<file path="src/rtl/nubus_master_ctrl.sv">
// nubus_master_ctrl: NuBus master tenure sequencer (arbitration, address, data, locked hold, attention).
// Define NUBUS_MASTER_TIMEOUT_EN to end an unacknowledged data phase after TIMEOUT_CYCLES clocks.
module nubus_master_ctrl #(
    parameter int ARB_CYCLES     = 2,
    parameter int TIMEOUT_CYCLES = 255
) (
    input  logic       nub_clk,
    input  logic       nub_reset,
    input  logic       cpu_valid,
    input  logic [1:0] cpu_tm,
    input  logic       cpu_lock,
    output logic       cpu_done,
    output logic [1:0] cpu_status,
    input  logic       nub_startn,
    input  logic       nub_ackn,
    input  logic [1:0] nub_tmn,
    input  logic       arb_won,
    output logic       mst_arbcy,
    output logic       mst_adrcy,
    output logic       mst_dtacy,
    output logic       mst_owner,
    output logic       mst_locked,
    output logic       mst_tm1n,
    output logic       mst_tm0n
);
    localparam logic [2:0] S_IDLE = 3'd0, S_ARB = 3'd1, S_ADDR = 3'd2,
                           S_DATA = 3'd3, S_HOLD = 3'd4, S_ATTN = 3'd5;
    localparam int AW = ARB_CYCLES > 1 ? $clog2(ARB_CYCLES) : 1;

    logic [2:0]    r_state, w_next;
    logic [AW-1:0] r_arb_cnt, w_arb_cnt;
    logic [1:0]    r_tm;
    logic          r_lock, r_busy;
    logic          w_latch, w_done, w_timeout, w_lock;
`ifdef NUBUS_MASTER_TIMEOUT_EN
    localparam int TW = $clog2(TIMEOUT_CYCLES + 1);
    logic [TW-1:0] r_to_cnt;
`endif

    assign w_lock = w_latch ? cpu_lock : r_lock;

    // A request is never taken in the clock that reports the previous completion.
    always_comb begin
        w_next    = r_state;
        w_arb_cnt = r_arb_cnt;
        w_latch   = 1'b0;
        w_done    = 1'b0;
        w_timeout = 1'b0;
        case (r_state)
            S_IDLE: if (cpu_valid && !cpu_done) begin
                w_next    = S_ARB;
                w_arb_cnt = '0;
                w_latch   = 1'b1;
            end
            S_ARB: begin
                if (r_arb_cnt != AW'(ARB_CYCLES - 1)) w_arb_cnt = r_arb_cnt + 1'b1;
                else if (!arb_won) w_arb_cnt = '0;
                else if (!r_busy) w_next = S_ADDR;
            end
            S_ADDR: w_next = S_DATA;
            S_DATA: begin
                if (!nub_ackn) begin
                    w_done = 1'b1;
                    w_next = r_lock ? S_HOLD : S_IDLE;
                end
`ifdef NUBUS_MASTER_TIMEOUT_EN
                else if (r_to_cnt == TW'(TIMEOUT_CYCLES - 1)) begin
                    w_done    = 1'b1;
                    w_timeout = 1'b1;
                    w_next    = r_lock ? S_ATTN : S_IDLE;
                end
`endif
            end
            S_HOLD: if (cpu_valid && !cpu_done) begin
                w_next  = cpu_lock ? S_ADDR : S_ATTN;
                w_latch = cpu_lock;
            end
            S_ATTN: w_next = S_IDLE;
            default: w_next = S_IDLE;
        endcase
    end

    always_ff @(posedge nub_clk) begin
        if (nub_reset) begin
            r_state    <= S_IDLE;
            r_arb_cnt  <= '0;
            r_tm       <= 2'b11;
            r_lock     <= 1'b0;
            r_busy     <= 1'b0;
            cpu_done   <= 1'b0;
            cpu_status <= 2'b00;
            mst_arbcy  <= 1'b0;
            mst_adrcy  <= 1'b0;
            mst_dtacy  <= 1'b0;
            mst_owner  <= 1'b0;
            mst_locked <= 1'b0;
            mst_tm1n   <= 1'b1;
            mst_tm0n   <= 1'b1;
        end else begin
            r_state   <= w_next;
            r_arb_cnt <= w_arb_cnt;
            if (w_latch) begin
                r_tm   <= cpu_tm;
                r_lock <= cpu_lock;
            end
            // Attention cycles (START* and ACK* both low) leave the tracker alone.
            if (!nub_ackn && nub_startn) r_busy <= 1'b0;
            else if (!nub_startn && nub_ackn && !mst_owner) r_busy <= 1'b1;
            cpu_done <= w_done;
            if (w_done) cpu_status <= w_timeout ? 2'b00 : nub_tmn;
            mst_arbcy  <= w_next != S_IDLE;
            mst_adrcy  <= w_next == S_ADDR;
            mst_dtacy  <= w_next == S_DATA;
            mst_owner  <= w_next inside {S_ADDR, S_DATA, S_HOLD, S_ATTN};
            mst_locked <= (w_next inside {S_ADDR, S_DATA, S_HOLD}) && w_lock;
            {mst_tm1n, mst_tm0n} <= (w_next == S_ADDR) ? (w_latch ? cpu_tm : r_tm) : 2'b11;
        end
    end

`ifdef NUBUS_MASTER_TIMEOUT_EN
    always_ff @(posedge nub_clk) begin
        if (nub_reset) r_to_cnt <= '0;
        else r_to_cnt <= (r_state == S_DATA && w_next == S_DATA) ? r_to_cnt + 1'b1 : '0;
    end
`endif
endmodule

</file>
<file path="config.mk">
export PLATFORM = sky130hd
export DESIGN_NAME = nubus_master_ctrl
export DESIGN_NICKNAME = d
export VERILOG_FILES = /design/src/rtl/nubus_master_ctrl.sv
export SDC_FILE = /design/constraint.sdc
export NUM_CORES = 1
export LEC_CHECK = 0
export ABC_AREA = 1
export BUFFER_PORTS_ARGS = -buffer_cell sky130_fd_sc_hd__buf_2
export CORE_MARGIN = 2
export CORE_UTILIZATION = 25
export CTS_CLUSTER_SIZE = 28
export DETAILED_ROUTE_END_ITERATION = 8
export GPL_ROUTABILITY_DRIVEN = 0
export GPL_TIMING_DRIVEN = 1
export SLEW_MARGIN = 25
export SYNTH_ARGS = -nofsm -noshare
export SYNTH_HDL_FRONTEND = slang
export SYNTH_SLANG_ARGS = --single-unit
export TNS_END_PERCENT = 50
</file>
<file path="constraint.sdc">
create_clock -name nub_clk -period 2.9 [get_ports nub_clk]
set_input_delay 0.29 -clock nub_clk [delete_from_list [all_inputs] [get_ports nub_clk]]
set_output_delay 0.29 -clock nub_clk [all_outputs]
set_load 0.01 [all_outputs]
</file>
* Yosys cells after proc, flatten, opt, wreduce, memory -nomap -nowiden
Cells that the tools add are included.
** Operators by class
- Reduce and logical (&&, ||, !) cells :: 17
- Mux-type cells :: 20
- Bitwise logic cells :: 1
- $add $sub $neg :: 1
- Equality and inequality tests :: 9
** Operators with widths (count)
- 2-to-1 mux 3 bit :: 8
- case mux 3 bit (5 select lines) :: 1
- equality test 3 x 2 -> 1 bit (second input constant) :: 4
- equality test 3 bit (second input constant) :: 3
- 2-to-1 mux 1 bit :: 8
- nonzero test 3 bit :: 2
- logical AND 1 bit :: 5
- zero test 1 bit :: 4
- case mux 1 bit (2 select lines) :: 2
- nonzero test 4 bit :: 1
- OR reduction 2 bit :: 2
- equality test 3 x 1 -> 1 bit (second input constant) :: 1
- zero test 3 bit :: 1
- 2-to-1 mux 2 bit :: 1
- != test 2 bit (second input constant) :: 1
- AND reduction 2 bit :: 1
- nonzero test 2 bit :: 1
- adder 1 bit (second input constant) :: 1
- NOT 1 bit :: 1
** Word-level totals
- Logic and storage cells :: 62
- Bits in registers :: 18
- Bits of input ports :: 11

* Longest topological paths before layout
- Depth in word-level cells :: 7
- Depth in mapped cells :: 10
- Mapped depth without buffers :: 10

* Least setup slack after synthesis
Ideal clock, no wire load.
- Path type :: register -> register
- Start :: register cpu_done
- End :: register mst_tm0n
- Path buffers :: 0
- Setup slack :: 1.790 ns
- Data arrival time :: 0.995 ns
- Cell stages (with the launch flop) :: 9
- Cells stage by stage :: dfxtp_1 -> nor2_2 -> nand2_2 -> inv_1 -> nand2_1 -> nor2_2 -> inv_1 -> a21oi_4 -> nand2_1
** On the way
- Word-level cells in the longest chain between the ends :: 7
** Ends and longest elaborated chain
- start: declaration :: RTL line 12 : output logic cpu_done,
- start signal: assignment :: RTL line 109 : cpu_done <= w_done;
- zero test 1 bit * :: RTL line 50, 74
- logical AND 1 bit * :: RTL line 50, 74
- 2-to-1 mux 3 bit (on tied branches) :: RTL line 74, 50
- case mux 3 bit (5 select lines) :: RTL line 49 : case (r_state)
- equality test 3 x 2 -> 1 bit :: RTL line 116 : {mst_tm1n, mst_tm0n} <= (w_next == S_ADDR) ? (w_latch ? cpu_tm : r_tm) : 2'b11;
- NOT 1 bit (no source line)
- OR reduction 2 bit (no source line)
- end signal: assignment :: RTL line 116
- end: declaration :: RTL line 24 : output logic mst_tm0n
Every way passes the cells marked *; elsewhere a longest branch is shown, timed or not.
A chain may end at the register's enable or synchronous reset.

* Final worst setup path
- Start :: register r_state[0]
- End :: register r_tm[0]
** On the way
- Word-level cells in the longest chain between the ends :: 3
** Ends and longest elaborated chain
- start: declaration :: RTL line 30 : logic [2:0] r_state, w_next;
- start signal: assignment :: RTL line 100 : r_state <= w_next;
- equality test 3 bit / zero test 3 bit (equally long branches) :: RTL line 49
- case mux 1 bit (2 select lines) * :: RTL line 49
- 2-to-1 mux 2 bit *
- end signal: assignment :: RTL line 103 : r_tm <= cpu_tm;
- end: declaration :: RTL line 32 : logic [1:0] r_tm;
Marked as above.

==> out/metrics.cfg <==
[sta]
setup_viol=0
rsz0062_at_grt=false
min_period_over_period_pct=42.3
hold_viol_final=0
report.final.slew_viol_count=0
max_slew_margin_pct=80.9
setup_tns_ns=0
max_freq_ghz=0.815
setup_slack_ns=1.67
finalCriticalPeriod_ns=1.23
worstMarginPinSlew_ns=0.284
clock_skew_ns=0.000845

[critical_path]
critPathCaptureType=flip-flop
cpPeakStageDelay_ns=0.42
cp_data_required_time_ns=3.08
critPathMostFrequentCell=nand2_1
cp.arrival_ns=1.41
critPathKind=reg -> reg
cp_top_family=simple AND/OR/NAND/NOR gates
start_kind=flip-flop
cp_slowest_cell=dfxtp_1
worstPathBufferInverterCount=3
worstPathCellList=nor2_1 -> nand3_1 -> inv_2 -> nor2_2 -> inv_2 -> nand2_1 -> nand2_1 -> inv_1 -> nand2_1
crit_path_max_fanout=5

[die]
dieArea_sq_um=3340
start_util_pct=26.2
chipWidth_um=57.8
core-area_sq_um=2760
rows=19
dieHeight_um=57.8
pin_count=21

[power]
power.density_nw_per_um2=491
peakVddDrop_v=0.000216
leakagePower_nw=0.461

[final_layout]
layout_commonest_cell=nand2_1
final_cell_count_no_fill=151
final_nets=133
final_cell_mix=nand2_1, buf_2, dfxtp_1
nFillCells=321
drive_gt1_share_pct=30.0
diodes=0
area_delta_synth_final_pct=22.3

[global_route]
track_usage_pct=9.34
grt_max_degree=10
grt_pass1_vias=613
grt_pass1_wl_um=2460
antenna_found_initial=0
grt-ovfl-total=0

[synthesis]
ys_warn_count=0
netlist_area_sq_um=723
synth_top_area_share_pct=49.8
synth-seq-cells=18
syn_nets=108
syn_inst=97
yosys-top-cells-area=dfxtp_1, nand2_1, inv_1, nor2_1, nor2_2
ys_types=17
synth-seq-area-share_pct=49.8
synth_top_area_cell=dfxtp_1
syn_avg_cell_area_sq_um=7.46

[clock_tree]
numCtsBuffers=3
max-clock-path-buffers=2
post-cts-setup-buffers=0
clk_pin_slew_ns=0.09
ctsHoldBuffers=0
clock_latency_ns=0.29
clock_sinks=18
cts_tree=built
cts-root-buf=clkbuf_4
h-tree-depth=1
cts-resized-gates=0

[placed_design]
dp.cells=148
place_ws_ns=1.64
hpwlAfterDp_um=1160
portBuffers=20

[detailed_routing]
final_antenna_net_count=0
drc=0
wl_um=1410
viasPerCell=4.34
wl_per_cell_um=9.35
drt_iter0_drc=19
vias=656
drtPass1Iterations=4

[min_path]
worstHoldPathType=in -> reg

[flow_run]
max-cap-violations=0

[outcome]
outcome=complete, no violations

-- metrics by stage --
stage / total power, W / hold WS (ns) / instance area (sq um) / utilization (%)
5_1_grt: 0.000461 / 0.177 / 885 / 32.1
4_1_cts: 0.000442 / 0.177 / 885 / 32.1
3_3_place_gp: 0.000319 / 0.486 / 862 / 31.3
6_report: 0.000434 / 0.182 / 885 / 32.1
3_5_place_dp: 0.000320 / 0.492 / 862 / 31.3
2_1_floorplan: 0.000302 / 0.357 / 723 / -
-- registers in the layout, indices dropped and copies added (netlist names) --
register    flops
mst_locked      1
r_tm            2
r_busy          1
mst_dtacy       1
mst_adrcy       1
mst_tm0n        1
r_state         3
cpu_status      2
r_arb_cnt       1
cpu_done        1
mst_owner       1
mst_arbcy       1
mst_tm1n        1
r_lock          1
-- path summary, 6_finish.rpt --
kind	cells past startpoint	from	to	slack [ns]
worst max-delay path	9	r_state[0]	r_tm[0]	1.67
worst min-delay path	2	nub_startn	r_busy	0.18
worst max register to register	9	r_state[0]	r_tm[0]	1.67
worst min register to register	2	cpu_status[0]	cpu_status[0]	0.52
-- final cells by class --
cell class	count	area, sq um	area share [%]
clock buffer	3	22.5	2.55
inverter	18	67.6	7.64
multi-input combinational	61	295	33.4
sequential	18	360	40.7
tap	31	38.8	4.38
timing repair buffer	20	100	11.3
-- worst register-to-register path: cells and delay by family, from the launching register on --
kind,cells,cell delay (ns)
flops,1,0.42
buf+inv,3,0.17
simple gates,6,0.54
-- Yosys cell counts (all sizes together) --
cell type   n
o21ai       6
nor3        3
dfxtp      18
nor2       18
nand2b      1
inv        18
nand3b      1
nand3       5
a21oi       4
nand2      23
-- power breakdown --
group	total (W)	leakage, nW	internal (W)	switching (W)
sequential	0.000261	0.147	0.000257	0.00000494
clock	0.000120	0.0138	0.0000483	0.0000720
combinational	0.0000523	0.300	0.0000200	0.0000323
-- metal layers --
layer  up-vias  wire, um  GRT usage (%)
met5         -         0              0
met4         0        10          0.997
met3         2        99           4.02
met2        24       620           16.1
met1       289       681           11.2
li1        341         -              -
-- kinds of logic after synthesis --
group | share of synthesized area, %
AOI/OAI and AO/OA | 9.00
and+or+nand+nor | 31.8
buffers and inverters | 9.34
DFF | 49.8
Power figures use the tool's default switching activity.
